==> src/rtl/bypass_scoreboard_if.sv <==
// Bus bundle for the operand bypass / long-latency scoreboard block.
// The master side drives producer-stage writeback info, read-port requests
// and long-latency issue/return events; the slave side (the bypass block)
// returns operands, the forward flags, the stall request and the status/perf outputs.
interface bypass_scoreboard_if #(
  parameter int NUM_STG = 3,
  parameter int NUM_RP  = 2,
  parameter int DATA_W  = 32,
  parameter int ADDR_W  = 5,
  parameter int CNT_W   = 32
);

  // producer stages, slice i belongs to stage i (0 = youngest)
  logic [NUM_STG-1:0]        stg_wen;
  logic [NUM_STG-1:0]        stg_rdy;
  logic [NUM_STG*ADDR_W-1:0] stg_waddr;
  logic [NUM_STG*DATA_W-1:0] stg_wdata;

  // load qualifiers for the stage carrying raw load data
  logic [3:0]                ld_ben;
  logic                      ld_uns;

  // register read ports
  logic [NUM_RP-1:0]         rd_en;
  logic [NUM_RP*ADDR_W-1:0]  rd_addr;
  logic [NUM_RP*DATA_W-1:0]  rf_rdata;

  // long-latency unit
  logic                      ll_issue;
  logic [ADDR_W-1:0]         ll_iaddr;
  logic                      ll_done;
  logic [ADDR_W-1:0]         ll_daddr;
  logic [DATA_W-1:0]         ll_wdata;
  logic                      flush;

  // results
  logic [NUM_RP*DATA_W-1:0]  rd_data;
  logic [NUM_RP-1:0]         rd_fwd;
  logic                      stall;
  logic                      sb_err;
  logic [CNT_W-1:0]          stall_cnt;

  modport master (
    output stg_wen, stg_rdy, stg_waddr, stg_wdata,
    output ld_ben, ld_uns,
    output rd_en, rd_addr, rf_rdata,
    output ll_issue, ll_iaddr, ll_done, ll_daddr, ll_wdata, flush,
    input  rd_data, rd_fwd, stall, sb_err, stall_cnt
  );

  modport slave (
    input  stg_wen, stg_rdy, stg_waddr, stg_wdata,
    input  ld_ben, ld_uns,
    input  rd_en, rd_addr, rf_rdata,
    input  ll_issue, ll_iaddr, ll_done, ll_daddr, ll_wdata, flush,
    output rd_data, rd_fwd, stall, sb_err, stall_cnt
  );

endinterface

==> src/rtl/bypass_scoreboard.sv <==
// Operand bypass network with a scoreboard for long-latency results.
// Each read port gets the newest in-flight value for its source register:
// the youngest matching producer stage first, then a long-latency result
// returning this cycle, and otherwise the register file. A port stalls when
// its youngest producer is not final yet or a long-latency op still owns
// the register. Raw load data in LD_STG is aligned before it is forwarded.
// Alignment assumes DATA_W >= 32 (the raw load word is the low 32 bits).
module bypass_scoreboard #(
  parameter int NUM_STG = 3,
  parameter int NUM_RP  = 2,
  parameter int DATA_W  = 32,
  parameter int ADDR_W  = 5,
  parameter int LD_STG  = 1,
  parameter int CNT_W   = 32
) (
  input  logic               clk,
  input  logic               reset,
  bypass_scoreboard_if.slave bus
);

  localparam int NUM_REGS = 2 ** ADDR_W;

  // scoreboard and status state
  logic [NUM_REGS-1:0]      pending_q, pending_d;
  logic                     sb_err_q, sb_err_d;
  logic [CNT_W-1:0]         stall_cnt_q, stall_cnt_d;

  // load alignment
  logic [31:0]              ld_raw;
  logic [31:0]              ld_al32;
  logic [DATA_W-1:0]        ld_data;

  // per-port lookup temporaries and results
  logic [ADDR_W-1:0]        addr_p;
  logic                     hit;
  logic                     hit_rdy;
  logic [DATA_W-1:0]        hit_data;
  logic [NUM_RP*DATA_W-1:0] rd_data_c;
  logic [NUM_RP-1:0]        rd_fwd_c;
  logic [NUM_RP-1:0]        port_stall;
  logic                     stall_c;

  // Extract the addressed byte/half/word of the raw load word and extend it
  always_comb begin
    ld_raw  = bus.stg_wdata[LD_STG*DATA_W +: 32];
    ld_al32 = '0;
    case (bus.ld_ben)
      4'b0001: ld_al32 = {{24{~bus.ld_uns & ld_raw[7]}},  ld_raw[7:0]};
      4'b0010: ld_al32 = {{24{~bus.ld_uns & ld_raw[15]}}, ld_raw[15:8]};
      4'b0100: ld_al32 = {{24{~bus.ld_uns & ld_raw[23]}}, ld_raw[23:16]};
      4'b1000: ld_al32 = {{24{~bus.ld_uns & ld_raw[31]}}, ld_raw[31:24]};
      4'b0011: ld_al32 = {{16{~bus.ld_uns & ld_raw[15]}}, ld_raw[15:0]};
      4'b1100: ld_al32 = {{16{~bus.ld_uns & ld_raw[31]}}, ld_raw[31:16]};
      4'b1111: ld_al32 = ld_raw;
      default: ld_al32 = '0;
    endcase
    ld_data = DATA_W'(ld_al32);
  end

  // Resolve every read port: youngest stage, then returning long-latency result, then regfile
  always_comb begin
    rd_data_c  = '0;
    rd_fwd_c   = '0;
    port_stall = '0;
    addr_p     = '0;
    hit        = 1'b0;
    hit_rdy    = 1'b0;
    hit_data   = '0;
    for (int p = 0; p < NUM_RP; p++) begin
      addr_p   = bus.rd_addr[p*ADDR_W +: ADDR_W];
      hit      = 1'b0;
      hit_rdy  = 1'b0;
      hit_data = '0;
      // walk oldest to youngest so the youngest match is the one left standing
      for (int i = NUM_STG - 1; i >= 0; i--) begin
        if (bus.stg_wen[i] && (bus.stg_waddr[i*ADDR_W +: ADDR_W] == addr_p)) begin
          hit      = 1'b1;
          hit_rdy  = bus.stg_rdy[i];
          hit_data = (i == LD_STG) ? ld_data : bus.stg_wdata[i*DATA_W +: DATA_W];
        end
      end

      if (addr_p == '0) begin
        rd_data_c[p*DATA_W +: DATA_W] = '0;
      end else if (!bus.rd_en[p]) begin
        rd_data_c[p*DATA_W +: DATA_W] = bus.rf_rdata[p*DATA_W +: DATA_W];
      end else if (hit) begin
        if (hit_rdy) begin
          rd_data_c[p*DATA_W +: DATA_W] = hit_data;
          rd_fwd_c[p]                   = 1'b1;
        end else begin
          port_stall[p] = 1'b1;
        end
      end else if (bus.ll_done && (bus.ll_daddr == addr_p)) begin
        rd_data_c[p*DATA_W +: DATA_W] = bus.ll_wdata;
        rd_fwd_c[p]                   = 1'b1;
      end else if (pending_q[addr_p]) begin
        port_stall[p] = 1'b1;
      end else begin
        rd_data_c[p*DATA_W +: DATA_W] = bus.rf_rdata[p*DATA_W +: DATA_W];
      end
    end
    stall_c = |port_stall;
  end

  // Next scoreboard, sticky error and stall counter values
  always_comb begin
    pending_d   = pending_q;
    sb_err_d    = sb_err_q;
    stall_cnt_d = stall_cnt_q;

    if (bus.flush) begin
      // a flush drops everything in flight, including an issue in this cycle
      pending_d = '0;
    end else begin
      if (bus.ll_done) begin
        pending_d[bus.ll_daddr] = 1'b0;
      end
      if (bus.ll_issue && (bus.ll_iaddr != '0)) begin
        // re-issuing to a register whose result is returning this cycle is legal
        if (pending_q[bus.ll_iaddr] &&
            !(bus.ll_done && (bus.ll_daddr == bus.ll_iaddr))) begin
          sb_err_d = 1'b1;
        end
        pending_d[bus.ll_iaddr] = 1'b1;
      end
    end

    if (stall_c) begin
      stall_cnt_d = stall_cnt_q + 1'b1;
    end
  end

  // State registers
  always_ff @(posedge clk or posedge reset) begin
    if (reset) begin
      pending_q   <= '0;
      sb_err_q    <= 1'b0;
      stall_cnt_q <= '0;
    end else begin
      pending_q   <= pending_d;
      sb_err_q    <= sb_err_d;
      stall_cnt_q <= stall_cnt_d;
    end
  end

  assign bus.rd_data   = rd_data_c;
  assign bus.rd_fwd    = rd_fwd_c;
  assign bus.stall     = stall_c;
  assign bus.sb_err    = sb_err_q;
  assign bus.stall_cnt = stall_cnt_q;

endmodule

==> src/flat_wrapper.sv <==
// flat-port wrapper written by rule: the top's interface ports become plain ports
module bypass_scoreboard_flat 
#(
  parameter int NUM_STG = 3,
  parameter int NUM_RP  = 2,
  parameter int DATA_W  = 32,
  parameter int ADDR_W  = 5,
  parameter int LD_STG  = 1,
  parameter int CNT_W   = 32
)
  (clk, reset, bus_stg_wen, bus_stg_rdy, bus_stg_waddr, bus_stg_wdata, bus_ld_ben, bus_ld_uns, bus_rd_en, bus_rd_addr, bus_rf_rdata, bus_ll_issue, bus_ll_iaddr, bus_ll_done, bus_ll_daddr, bus_ll_wdata, bus_flush, bus_rd_data, bus_rd_fwd, bus_stall, bus_sb_err, bus_stall_cnt);
  bypass_scoreboard_if #(.NUM_STG(NUM_STG), .NUM_RP(NUM_RP), .DATA_W(DATA_W), .ADDR_W(ADDR_W), .CNT_W(CNT_W)) bus_i ();
  input  logic clk;
  input  logic reset;
  input wire logic [$bits(bus_i.stg_wen)-1:0] bus_stg_wen;
  input wire logic [$bits(bus_i.stg_rdy)-1:0] bus_stg_rdy;
  input wire logic [$bits(bus_i.stg_waddr)-1:0] bus_stg_waddr;
  input wire logic [$bits(bus_i.stg_wdata)-1:0] bus_stg_wdata;
  input wire logic [$bits(bus_i.ld_ben)-1:0] bus_ld_ben;
  input wire logic [$bits(bus_i.ld_uns)-1:0] bus_ld_uns;
  input wire logic [$bits(bus_i.rd_en)-1:0] bus_rd_en;
  input wire logic [$bits(bus_i.rd_addr)-1:0] bus_rd_addr;
  input wire logic [$bits(bus_i.rf_rdata)-1:0] bus_rf_rdata;
  input wire logic [$bits(bus_i.ll_issue)-1:0] bus_ll_issue;
  input wire logic [$bits(bus_i.ll_iaddr)-1:0] bus_ll_iaddr;
  input wire logic [$bits(bus_i.ll_done)-1:0] bus_ll_done;
  input wire logic [$bits(bus_i.ll_daddr)-1:0] bus_ll_daddr;
  input wire logic [$bits(bus_i.ll_wdata)-1:0] bus_ll_wdata;
  input wire logic [$bits(bus_i.flush)-1:0] bus_flush;
  output wire logic [$bits(bus_i.rd_data)-1:0] bus_rd_data;
  output wire logic [$bits(bus_i.rd_fwd)-1:0] bus_rd_fwd;
  output wire logic [$bits(bus_i.stall)-1:0] bus_stall;
  output wire logic [$bits(bus_i.sb_err)-1:0] bus_sb_err;
  output wire logic [$bits(bus_i.stall_cnt)-1:0] bus_stall_cnt;
  assign bus_i.stg_wen = bus_stg_wen;
  assign bus_i.stg_rdy = bus_stg_rdy;
  assign bus_i.stg_waddr = bus_stg_waddr;
  assign bus_i.stg_wdata = bus_stg_wdata;
  assign bus_i.ld_ben = bus_ld_ben;
  assign bus_i.ld_uns = bus_ld_uns;
  assign bus_i.rd_en = bus_rd_en;
  assign bus_i.rd_addr = bus_rd_addr;
  assign bus_i.rf_rdata = bus_rf_rdata;
  assign bus_i.ll_issue = bus_ll_issue;
  assign bus_i.ll_iaddr = bus_ll_iaddr;
  assign bus_i.ll_done = bus_ll_done;
  assign bus_i.ll_daddr = bus_ll_daddr;
  assign bus_i.ll_wdata = bus_ll_wdata;
  assign bus_i.flush = bus_flush;
  assign bus_rd_data = bus_i.rd_data;
  assign bus_rd_fwd = bus_i.rd_fwd;
  assign bus_stall = bus_i.stall;
  assign bus_sb_err = bus_i.sb_err;
  assign bus_stall_cnt = bus_i.stall_cnt;
  bypass_scoreboard #(.NUM_STG(NUM_STG), .NUM_RP(NUM_RP), .DATA_W(DATA_W), .ADDR_W(ADDR_W), .LD_STG(LD_STG), .CNT_W(CNT_W)) u_core (.clk(clk), .reset(reset), .bus(bus_i));
endmodule
==> config.mk <==
export PLATFORM = sky130hd
export DESIGN_NAME = bypass_scoreboard_flat
export DESIGN_NICKNAME = d
export VERILOG_FILES = /design/src/rtl/bypass_scoreboard_if.sv /design/src/rtl/bypass_scoreboard.sv /design/src/flat_wrapper.sv
export SDC_FILE = /design/constraint.sdc
export NUM_CORES = 1
export LEC_CHECK = 0
export ABC_AREA = 1
export BUFFER_PORTS_ARGS = -buffer_cell sky130_fd_sc_hd__buf_2
export CAP_MARGIN = 20
export CORE_ASPECT_RATIO = 2
export CORE_MARGIN = 8
export CORE_UTILIZATION = 25
export DETAILED_ROUTE_END_ITERATION = 8
export PLACE_DENSITY_LB_ADDON = 0.1
export SYNTH_ARGS = -nofsm -noshare
export SYNTH_HDL_FRONTEND = slang
export SYNTH_SLANG_ARGS = --single-unit
export TNS_END_PERCENT = 10
==> constraint.sdc <==
create_clock -name clk -period 5.3 [get_ports clk]
set_clock_uncertainty 0.2 [all_clocks]
set_input_delay 0 -clock clk [delete_from_list [all_inputs] [get_ports clk]]
set_output_delay 0 -clock clk [all_outputs]
set_load 0.1 [all_outputs]
==> reports/qor.txt <==
post-synthesis cell area - 11000 um2
Avg Vias per Cell - 4.97
RSZ-0062 raised after global routing - false
reg2reg path depth - 12
YS warnings - 0
Final WS setup - 1.47 ns
pwr dens - 196 nW/um2
final worst path period share - 72.3%
Reg2Reg Setup Slack - 2.55 ns
critical path required time - 5.10 ns
Worst-Margin Slew - 1.02 ns
first-pass GRT wire length - 89.4 mm
row count - 109
startpoint types - input port
Clock transition at path regs - 0.05 ns
fraction of layout cells with a size suffix above 1 - 18.7%
crit path DAT - 3.63 ns
Max Freq - 261 MHz
DRT Pass-1 Iters - 5
Yosys reg bits - 65
Ports - 345
HP Start - bus_flush
CTS tree - built
pre-CTS setup slack - 1.46 ns
final number of setup-violating endpoints - 0
met3 wire length - 4.86 mm
top sig layer - met5
Max Buffers Root-to-Sink - 2
Mapped Cells - 2148
fin util - 30.3%
Leak Pwr - 0.00742 uW
clock root buffer - clkbuf_16
Post-CTS Setup Repair Bufs - 0
Distinct cells, synth - 43
Chip Width - 164 um
Syn Nets - 2394
cell area after layout - 13300 um2
WL per Instance - 19.9 um
Post-Syn Area per Cell - 5.13 um2
Hold EP - u_core.pending_q[21]
all-layer global routing usage - 22.1%
die area - 51500 um2
leading cell type in the layout, fill and taps excluded - nand2_1
Final Hold Violating Endpoints - 0
delay of the slowest critical-path stage - 0.62 ns
Core Region - 43900 um2
Hold Path Class - input port to flop
final wirelength - 59.0 mm
CP delay by family, top - simple AND/OR/NAND/NOR gates
PortBufs - 344
Crit Reg-Reg Endpoint - u_core.bus.stall_cnt[24]
critical path capture point type - output pin
Initial Utilization - 25.1%
DP Area - 12900 um2
vias in the first global route - 14.7k
WHS Path Cells - 2
outcome - completed
GP Congestion - 0.903
pin count of the biggest net entering global routing - 66
CTS HTree Levels - 3
buffer and inverter count on the worst path - 3
Inserted Clock Buffers - 9
Layout Cells excl Fill - 2970
Placed Cells - 2941
global route overflow - 0
area growth from synthesis to layout - 20.8%
M1 wire length - 26.8 mm
commonest cells after routing, fill and taps aside - 858 x nand2_1, 344 x buf_2, 295 x nand3_1, 205 x inv_1, 148 x a21oi_1
Clk Latency, worst-skew pair - 0.33 ns
Met2 Routed Length - 26.5 mm
HPWL Detailed - 46.5 mm
Max Fanout on Critical Path - 35
worst vdd ir - 350 uV
CP cell instances - buf_2 > inv_2 > nand2_1 > o21ai_0 > nor2_1 > nand3_2 > nand3_4 > nand4_1 > nand2_1 > nand2_2 > nand2_4 > buf_2
kind of critical path - input port to output pin
final-stage net count - 2651
Slowest cell on crit path - nand3_4
Chip Height - 313 um
Slew headroom - 31.9%
max-cap viol count - 0
Tmin final - 3.83 ns
Setup TNS - 0 ns
FF-to-FF Start - u_core.pending_q[7]
antenna violation net count after detailed routing - 0
Post-route DRC - 0
Clock Sinks - 65
initial antenna violation count - 12
total number of vias - 14.8k
count of pins over their slew limit - 0
Iter 0 DRT Violations - 1210
post-synthesis sequential area ratio - 14.8%
per-stage QoR:
step / hold WS, ns / power, uW
2_1_floorplan: 0.00775 / 1650
3_3_place_gp: 0.146 / 2050
3_5_place_dp: 0.134 / 2040
4_1_cts: 0.0174 / 2630
5_1_grt: 0.0529 / 2760
6_report: 0.0231 / 2610
area by class of cell:
| class | instances | area, um2 |
|---|---|---|
| Antenna cell | 5 | 12.5 |
| Clock buffer | 11 | 243 |
| Clock inverter | 5 | 40.0 |
| Fill cell | 5283 | 30600 |
| Inverter | 223 | 840 |
| Multi-Input combinational cell | 1735 | 7900 |
| Sequential cell | 65 | 1630 |
| Tap cell | 555 | 694 |
| Timing Repair Buffer | 371 | 1960 |
synthesized netlist by cell type (all sizes together):
| cell | instances | area share [%] |
|---|---|---|
| dfrtp | 65 | 15 |
| clkinv | 1 | 0.034 |
| inv | 222 | 7.6 |
| ha | 1 | 0.11 |
| xor2 | 20 | 1.6 |
| nor2 | 151 | 5.9 |
| or2 | 13 | 0.74 |
| a21boi | 1 | 0.068 |
| a21oi | 149 | 6.8 |
| clkbuf | 40 | 1.4 |
| buf | 85 | 4.7 |
| nand3 | 305 | 15 |
| o211ai | 9 | 0.61 |
| nand2 | 869 | 30 |
| nand4 | 26 | 1.5 |
| nor4 | 6 | 0.34 |
| a221oi | 2 | 0.16 |
| xnor2 | 16 | 1.3 |
| o2111ai | 1 | 0.079 |
| nor3 | 21 | 0.95 |
| o21bai | 1 | 0.068 |
| and3 | 2 | 0.11 |
| nor3b | 2 | 0.14 |
| o21ai | 126 | 5.8 |
| nand3b | 1 | 0.068 |
| o22ai | 13 | 0.74 |
state kept, by name (all words and copies together) (netlist names):
signal and flops:
u_core.bus.stall_cnt 32, u_core.bus.sb_err 1, u_core.pending_q 32
repair_timing:
item | 4_1_cts | 5_1_grt
hold buffers | 7 | 0
resized for setup | 0 | 0
endpoints found under the hold margin | 93 | 0
logic make-up after synthesis:
group / count (synthesis) / synth area share [%]
simple gates: 1396 / 54.3
buf+inv: 348 / 13.6
compound gates: 302 / 14.3
flops: 65 / 14.8
xor+xnor: 36 / 2.86
fa+ha+maj: 1 / 0.114
per-layer routing:
layer | vias to the layer above | GRT usage (%)
met2 | 598 | 35.2
met5 | - | 0
met1 | 6697 | 30.4
met4 | 16 | 3.04
li1 | 7384 | -
met3 | 55 | 5.24
worst max-delay path by stage:
stage                   start             to  slack (ns)  depth (start not counted)
6_report       bus_rd_addr[6]      bus_stall        1.47                         12
5_1_grt        bus_rd_addr[6]      bus_stall        1.19                         12
4_1_cts        bus_rd_addr[6]      bus_stall        1.45                         12
3_5_place_dp   bus_rd_addr[6]      bus_stall        1.46                         12
3_3_place_gp   bus_rd_addr[6]      bus_stall        1.50                         12
2_1_floorplan  bus_rd_addr[4]  bus_rd_fwd[0]        1.97                         11
power breakdown:
part / total, uW / switching [uW] / internal, uW
clock: 573 / 240 / 332
sequential: 548 / 29.1 / 519
combinational: 1490 / 1170 / 312
No activity file was read; power rests on OpenSTA's default activity.
